### src/rtl/pw_entry_ctrl_if.sv
`default_nettype none
// ============================================================================
// Module      : pw_entry_ctrl_if
// Description : Switch/lock-request inputs and indicator/display outputs of
//               the password entry controller, bundled as one interface.
//               master = switch panel / display side, slave = controller.
// Revision    : 1.0 - initial release
// ============================================================================
interface pw_entry_ctrl_if;
    logic [9:0] sw;
    logic       lock_req;
    logic       open;
    logic       alarm;
    logic [2:0] digit_idx;
    logic [3:0] last_digit;
    logic [3:0] fail_cnt;
    logic [5:0] states;

    modport master (
        output sw, lock_req,
        input  open, alarm, digit_idx, last_digit, fail_cnt, states
    );

    modport slave (
        input  sw, lock_req,
        output open, alarm, digit_idx, last_digit, fail_cnt, states
    );
endinterface
`default_nettype wire

### src/rtl/pw_entry_ctrl.sv
`default_nettype none
// ============================================================================
// Module      : pw_entry_ctrl
// Description : Password lock sequencer. Converts switch presses into digits,
//               collects four-digit attempts against the stored code, counts
//               consecutive failures and enforces a timed lockout.
//               Optional feature macro: PW_PROGRAM_EN (code programming from
//               OPEN via a sw[9] press).
// Revision    : 1.0 - initial release
// ============================================================================
module pw_entry_ctrl #(
    parameter logic [15:0] DEFAULT_CODE = 16'h3210,
    parameter int          MAX_FAILS    = 3,
    parameter int          LOCK_CYCLES  = 50_000_000
) (
    input  logic             clk,
    input  logic             rst,
    pw_entry_ctrl_if.slave   bus
);

    // Timer only ever holds LOCK_CYCLES-1 down to 0.
    localparam int                 TIMER_W       = (LOCK_CYCLES > 1) ? $clog2(LOCK_CYCLES) : 1;
    localparam logic [TIMER_W-1:0] TIMER_LOAD    = TIMER_W'(LOCK_CYCLES - 1);
    localparam logic [TIMER_W-1:0] TIMER_ONE     = TIMER_W'(1);
    localparam logic [3:0]         FAIL_MAX      = 4'(MAX_FAILS);
    localparam logic [4:0]         FAIL_LIMIT    = 5'(MAX_FAILS);
    localparam logic [3:0]         DIGIT_INVALID = 4'hF;
`ifdef PW_PROGRAM_EN
    localparam logic [9:0]         PROG_KEY      = 10'h200;
`endif

    // One-hot state encoding doubles as the 'states' display output.
    typedef enum logic [5:0] {
        S_IDLE  = 6'b000001,
        S_ENTRY = 6'b000010,
        S_OPEN  = 6'b000100,
        S_FAIL  = 6'b001000,
        S_LOCK  = 6'b010000
`ifdef PW_PROGRAM_EN
        , S_PROG = 6'b100000
`endif
    } state_t;

    state_t               state;
    logic [9:0]           sw_q;
    logic [15:0]          code;
    logic                 mismatch;
    logic [TIMER_W-1:0]   timer;
    logic                 open_q;
    logic                 alarm_q;
    logic [2:0]           idx_q;
    logic [3:0]           last_q;
    logic [3:0]           fails_q;

    logic                 press;
    logic                 one_hot;
    logic [3:0]           digit;
    logic [3:0]           code_digit;
    logic                 digit_bad;
    logic [4:0]           fails_inc;

    // Previous switch sample; deliberately not reset so a switch held
    // through reset is not seen as a fresh press afterwards.
    always_ff @(posedge clk) begin
        sw_q <= bus.sw;
    end

    // Press detection and switch-to-digit decode.
    always_comb begin
        press   = (bus.sw != 10'd0) && (sw_q == 10'd0);
        one_hot = $onehot(bus.sw);
        digit   = DIGIT_INVALID;
        for (int i = 0; i < 10; i++) begin
            if (one_hot && bus.sw[i]) begin
                digit = 4'(i);
            end
        end
    end

    assign code_digit = code[{idx_q[1:0], 2'b00} +: 4];
    assign digit_bad  = (digit != code_digit);
    assign fails_inc  = {1'b0, fails_q} + 5'd1;

`ifdef PW_PROGRAM_EN
    logic [15:0] shadow;
    logic [15:0] shadow_next;

    // Shadow code with the current press written into slot digit_idx.
    always_comb begin
        shadow_next = shadow;
        shadow_next[{idx_q[1:0], 2'b00} +: 4] = digit;
    end
`else
    assign code = DEFAULT_CODE;
`endif

    // Main sequencer: state, counters, timer and all registered outputs.
    always_ff @(posedge clk) begin
        if (!rst) begin
            state    <= S_IDLE;
            mismatch <= 1'b0;
            timer    <= '0;
            open_q   <= 1'b0;
            alarm_q  <= 1'b0;
            idx_q    <= 3'd0;
            last_q   <= 4'd0;
            fails_q  <= 4'd0;
`ifdef PW_PROGRAM_EN
            code     <= DEFAULT_CODE;
            shadow   <= DEFAULT_CODE;
`endif
        end else begin
            case (state)
                S_IDLE: begin
                    if (press) begin
                        state    <= S_ENTRY;
                        idx_q    <= 3'd1;
                        mismatch <= (digit != code[3:0]);
                        last_q   <= digit;
                    end
                end

                S_ENTRY: begin
                    if (press) begin
                        last_q <= digit;
                        idx_q  <= idx_q + 3'd1;
                        if (idx_q == 3'd3) begin
                            // Attempt complete: judged on this same edge.
                            mismatch <= 1'b0;
                            if (!(mismatch || digit_bad)) begin
                                state   <= S_OPEN;
                                open_q  <= 1'b1;
                                fails_q <= 4'd0;
                            end else if (fails_inc >= FAIL_LIMIT) begin
                                state   <= S_LOCK;
                                alarm_q <= 1'b1;
                                fails_q <= FAIL_MAX;
                                timer   <= TIMER_LOAD;
                            end else begin
                                state   <= S_FAIL;
                                fails_q <= fails_inc[3:0];
                            end
                        end else begin
                            mismatch <= mismatch | digit_bad;
                        end
                    end
                end

                S_FAIL: begin
                    if (bus.sw == 10'd0) begin
                        state <= S_IDLE;
                        idx_q <= 3'd0;
                    end
                end

                S_LOCK: begin
                    // Loaded with LOCK_CYCLES-1, so alarm lasts LOCK_CYCLES cycles.
                    if (timer == '0) begin
                        state   <= S_IDLE;
                        alarm_q <= 1'b0;
                        fails_q <= 4'd0;
                        idx_q   <= 3'd0;
                    end else begin
                        timer <= timer - TIMER_ONE;
                    end
                end

                S_OPEN: begin
                    // lock_req has priority over any press in the same cycle.
                    if (bus.lock_req) begin
                        state  <= S_IDLE;
                        open_q <= 1'b0;
                        idx_q  <= 3'd0;
                    end
`ifdef PW_PROGRAM_EN
                    else if (press && (bus.sw == PROG_KEY)) begin
                        state <= S_PROG;
                        idx_q <= 3'd0;
                    end
`endif
                end

`ifdef PW_PROGRAM_EN
                S_PROG: begin
                    if (bus.lock_req) begin
                        state  <= S_IDLE;
                        open_q <= 1'b0;
                        idx_q  <= 3'd0;
                    end else if (press) begin
                        if (one_hot) begin
                            shadow <= shadow_next;
                            last_q <= digit;
                            if (idx_q == 3'd3) begin
                                code  <= shadow_next;
                                state <= S_OPEN;
                                idx_q <= 3'd4;
                            end else begin
                                idx_q <= idx_q + 3'd1;
                            end
                        end else begin
                            // Abort; the stored code is untouched.
                            state <= S_OPEN;
                            idx_q <= 3'd0;
                        end
                    end
                end
`endif

                default: begin
                    state <= S_IDLE;
                end
            endcase
        end
    end

    assign bus.open       = open_q;
    assign bus.alarm      = alarm_q;
    assign bus.digit_idx  = idx_q;
    assign bus.last_digit = last_q;
    assign bus.fail_cnt   = fails_q;
    assign bus.states     = state;

endmodule
`default_nettype wire

### src/flat_wrapper.sv
// flat-port wrapper written by rule: the top's interface ports become plain ports
module pw_entry_ctrl_flat 
#(
    parameter logic [15:0] DEFAULT_CODE = 16'h3210,
    parameter int          MAX_FAILS    = 3,
    parameter int          LOCK_CYCLES  = 50_000_000
)
  (clk, rst, bus_sw, bus_lock_req, bus_open, bus_alarm, bus_digit_idx, bus_last_digit, bus_fail_cnt, bus_states);
  pw_entry_ctrl_if bus_i ();
  input  logic clk;
  input  logic rst;
  input wire logic [$bits(bus_i.sw)-1:0] bus_sw;
  input wire logic [$bits(bus_i.lock_req)-1:0] bus_lock_req;
  output wire logic [$bits(bus_i.open)-1:0] bus_open;
  output wire logic [$bits(bus_i.alarm)-1:0] bus_alarm;
  output wire logic [$bits(bus_i.digit_idx)-1:0] bus_digit_idx;
  output wire logic [$bits(bus_i.last_digit)-1:0] bus_last_digit;
  output wire logic [$bits(bus_i.fail_cnt)-1:0] bus_fail_cnt;
  output wire logic [$bits(bus_i.states)-1:0] bus_states;
  assign bus_i.sw = bus_sw;
  assign bus_i.lock_req = bus_lock_req;
  assign bus_open = bus_i.open;
  assign bus_alarm = bus_i.alarm;
  assign bus_digit_idx = bus_i.digit_idx;
  assign bus_last_digit = bus_i.last_digit;
  assign bus_fail_cnt = bus_i.fail_cnt;
  assign bus_states = bus_i.states;
  pw_entry_ctrl #(.DEFAULT_CODE(DEFAULT_CODE), .MAX_FAILS(MAX_FAILS), .LOCK_CYCLES(LOCK_CYCLES)) u_core (.clk(clk), .rst(rst), .bus(bus_i));
endmodule
### config.mk
export PLATFORM = sky130hd
export DESIGN_NAME = pw_entry_ctrl_flat
export DESIGN_NICKNAME = d
export VERILOG_FILES = /design/src/rtl/pw_entry_ctrl_if.sv /design/src/rtl/pw_entry_ctrl.sv /design/src/flat_wrapper.sv
export SDC_FILE = /design/constraint.sdc
export NUM_CORES = 1
export LEC_CHECK = 0
export CORE_MARGIN = 5
export CORE_UTILIZATION = 58
export CTS_CLUSTER_SIZE = 25
export DETAILED_ROUTE_END_ITERATION = 6
export PLACE_DENSITY_LB_ADDON = 0.1
export SLEW_MARGIN = 10
export SYNTH_ARGS = -nofsm -noshare
export SYNTH_HDL_FRONTEND = slang
export SYNTH_SLANG_ARGS = --single-unit
### constraint.sdc
create_clock -name clk -period 8.2 [get_ports clk]
set_input_delay 1.23 -clock clk [delete_from_list [all_inputs] [get_ports clk]]
set_output_delay 1.23 -clock clk [all_outputs]
set_load 0.01 [all_outputs]
==> metrics.txt <==
Final ANT Viol Nets 0; via count 3033; Post-Syn Nets 430; Die ar. 7370 um2; CTS tree yes; global-route wire length before repair 13100 um; Slew HR 0.523; Mapped Avg Cell Area 8.47 um2; final instance area 3740 um2; Setup Skew 4.74 ps; global placement routability congestion 0.874; largest net degree at the start of global routing 38; initial antenna violation count 0; Top FF cell, synth dfxtp_1; most common cell after layout, fill and taps aside dfxtp_1; chip height 85.9 um; CP Capture Type flop; core area 5540 um2; final worst path period need 5400 ps; clock transition at the registers of the reported paths 100 ps; outcome completed; starting density of the core 0.603; unrepaired setup endpoints after global routing false; FMAX 0.185 GHz; Power Dens Cells 134 nW/um2; vias in the first global route 2869; Mapped Cells 394; CP Launch Type input port; Port Buf Inserts 30; Layout Utilization 0.675; I/O pin count 32; crit path DAT 5600 ps; synthesized area 3340 um2; HP Class flop to flop; Pleak 1.50 nW; Die X 85.9 um; crit path kind input port to flop; CP Max Fanout 21; post-DR vias/cell 6.20; Antenna diodes 0; most frequent cells in the layout 55 x dfxtp_1, 33 x nor2_1, 30 x clkdlybuf4s50_1; clock tree buffer depth 2; max-cap violation count 0; DRT iter0 DRCs 116; Final HPWL DP 5820 um; DP Area 3660 um2; setup_tns 0 ps; synth top area cells dfxtp_1 33%, ha_1 6.4%, nor2_1 3.7%, fa_1 3.6%, a21oi_1 3.1%; gr ovfl total 0; area share of the largest cell type after synthesis 0.330; H-tree levels 2; DRT Pass-1 Iters 5; ys async rst share 0; Synth area leader dfxtp_1; Worst-Margin Slew 714 ps; WL/cell 16.3 um; share of cells above drive strength 1 0.0504; TritonCTS buffer count 5; # rows 27; area grow syn2layout 12.1%; Total Power 0.000500 W; Worst Path Required 8410 ps; Fin. Hold Viols 0; DRC viols 0; clk sinks 55; total wire length 7960 um; post-synthesis sequential area ratio 0.330; Yosys cell types 68; final worst path period share 0.658; Tot GR Track Use 0.217; Yosys warning total 0; hold buffer count at cts 0; nets 452; synthesized flop and latch total 55; Post-synth EDFFs 0; Max VDD drop 0.0792 mV; clk_lat worst skew 310 ps; Hold Slack 485 ps; endpoints failing setup 0; PostCTS Resize Cnt 0; clock root buffer clkbuf_8; Final Max Slew Viols 0; postcts setup bufs 0
## sequential cells by signal (all words and copies together), names as in the netlist, 3 cells and up
register               cells
u_core.timer              26
u_core.bus.fail_cnt        4
u_core.bus.states          5
u_core.sw_q               10
u_core.bus.digit_idx       3
u_core.bus.last_digit      4
## critical path: stages
cell	delay [ps]
clkdlybuf4s50_1	560
inv_1	80
ha_1	280
inv_1	50
fa_1	560
fa_1	410
inv_1	80
fa_1	200
inv_1	70
fa_1	380
a211oi_1	210
mux2i_1	130
nor4_1	410
a311oi_2	180
or3_4	480
o221a_1	280
## per-stage QoR
| stage | setup slack [ps] | std cells |
|---|---|---|
| 2_1_floorplan | 3310 | 394 |
| 3_3_place_gp | 2570 | 481 |
| 3_5_place_dp | 2430 | 481 |
| 4_1_cts | 2780 | 489 |
| 5_1_grt | 2480 | 489 |
| 6_report | 2800 | 489 |
## per-layer routing
layer / share of wire / global-route usage
met3: 0.040 / 0.0442
met5: 0 / 0
met1: 0.45 / 0.267
met2: 0.49 / 0.379
met4: 0.014 / 0.0676
## cell families after synthesis
group / count (synthesis) / synth area share
compound gates: 97 / 0.214
xor+xnor: 5 / 0.0131
fa+ha+maj: 23 / 0.0997
buf+inv: 45 / 0.0566
flops: 55 / 0.330
mux: 5 / 0.0150
other cells: 1 / 0.00112
simple gates: 163 / 0.270
## where the power goes
part | internal [W] | switching [W]
combinational | 0.0000317 | 0.0000455
clock | 0.0000600 | 0.0000894
sequential | 0.000270 | 0.00000262
total | 0.000362 | 0.000137
## Yosys cell counts (7+ instances only)
cell type,instances
o21a_1,7
or3_1,7
nand3_1,15
clkbuf_1,12
and3_1,7
nor2_1,33
nor4_1,11
nand2_1,26
o21ai_0,16
a21oi_1,21
inv_1,28
nor3_1,20
dfxtp_1,55
ha_1,17
## cell type report
type / count / area (um2)
Sequential cell: 55 / 1100
Timing Repair Buffer: 31 / 308
Inverter: 29 / 109
Multi-Input combinational cell: 294 / 2050
Clock buffer: 6 / 72.6
Fill cell: 473 / 1800
Tap cell: 72 / 90.1
Clock inverter: 2 / 12.5
## path summary, 6_finish.rpt
path	from	to	slack, ps	depth (start not counted)
max	bus_sw[0]	u_core.timer[13]	2800	16
max reg2reg	u_core.timer[0]	u_core.timer[13]	5420	8
min	u_core.bus.digit_idx[2]	u_core.bus.digit_idx[2]	480	2
min reg2reg	u_core.bus.digit_idx[2]	u_core.bus.digit_idx[2]	480	2
Power figures use the tool's default switching activity.
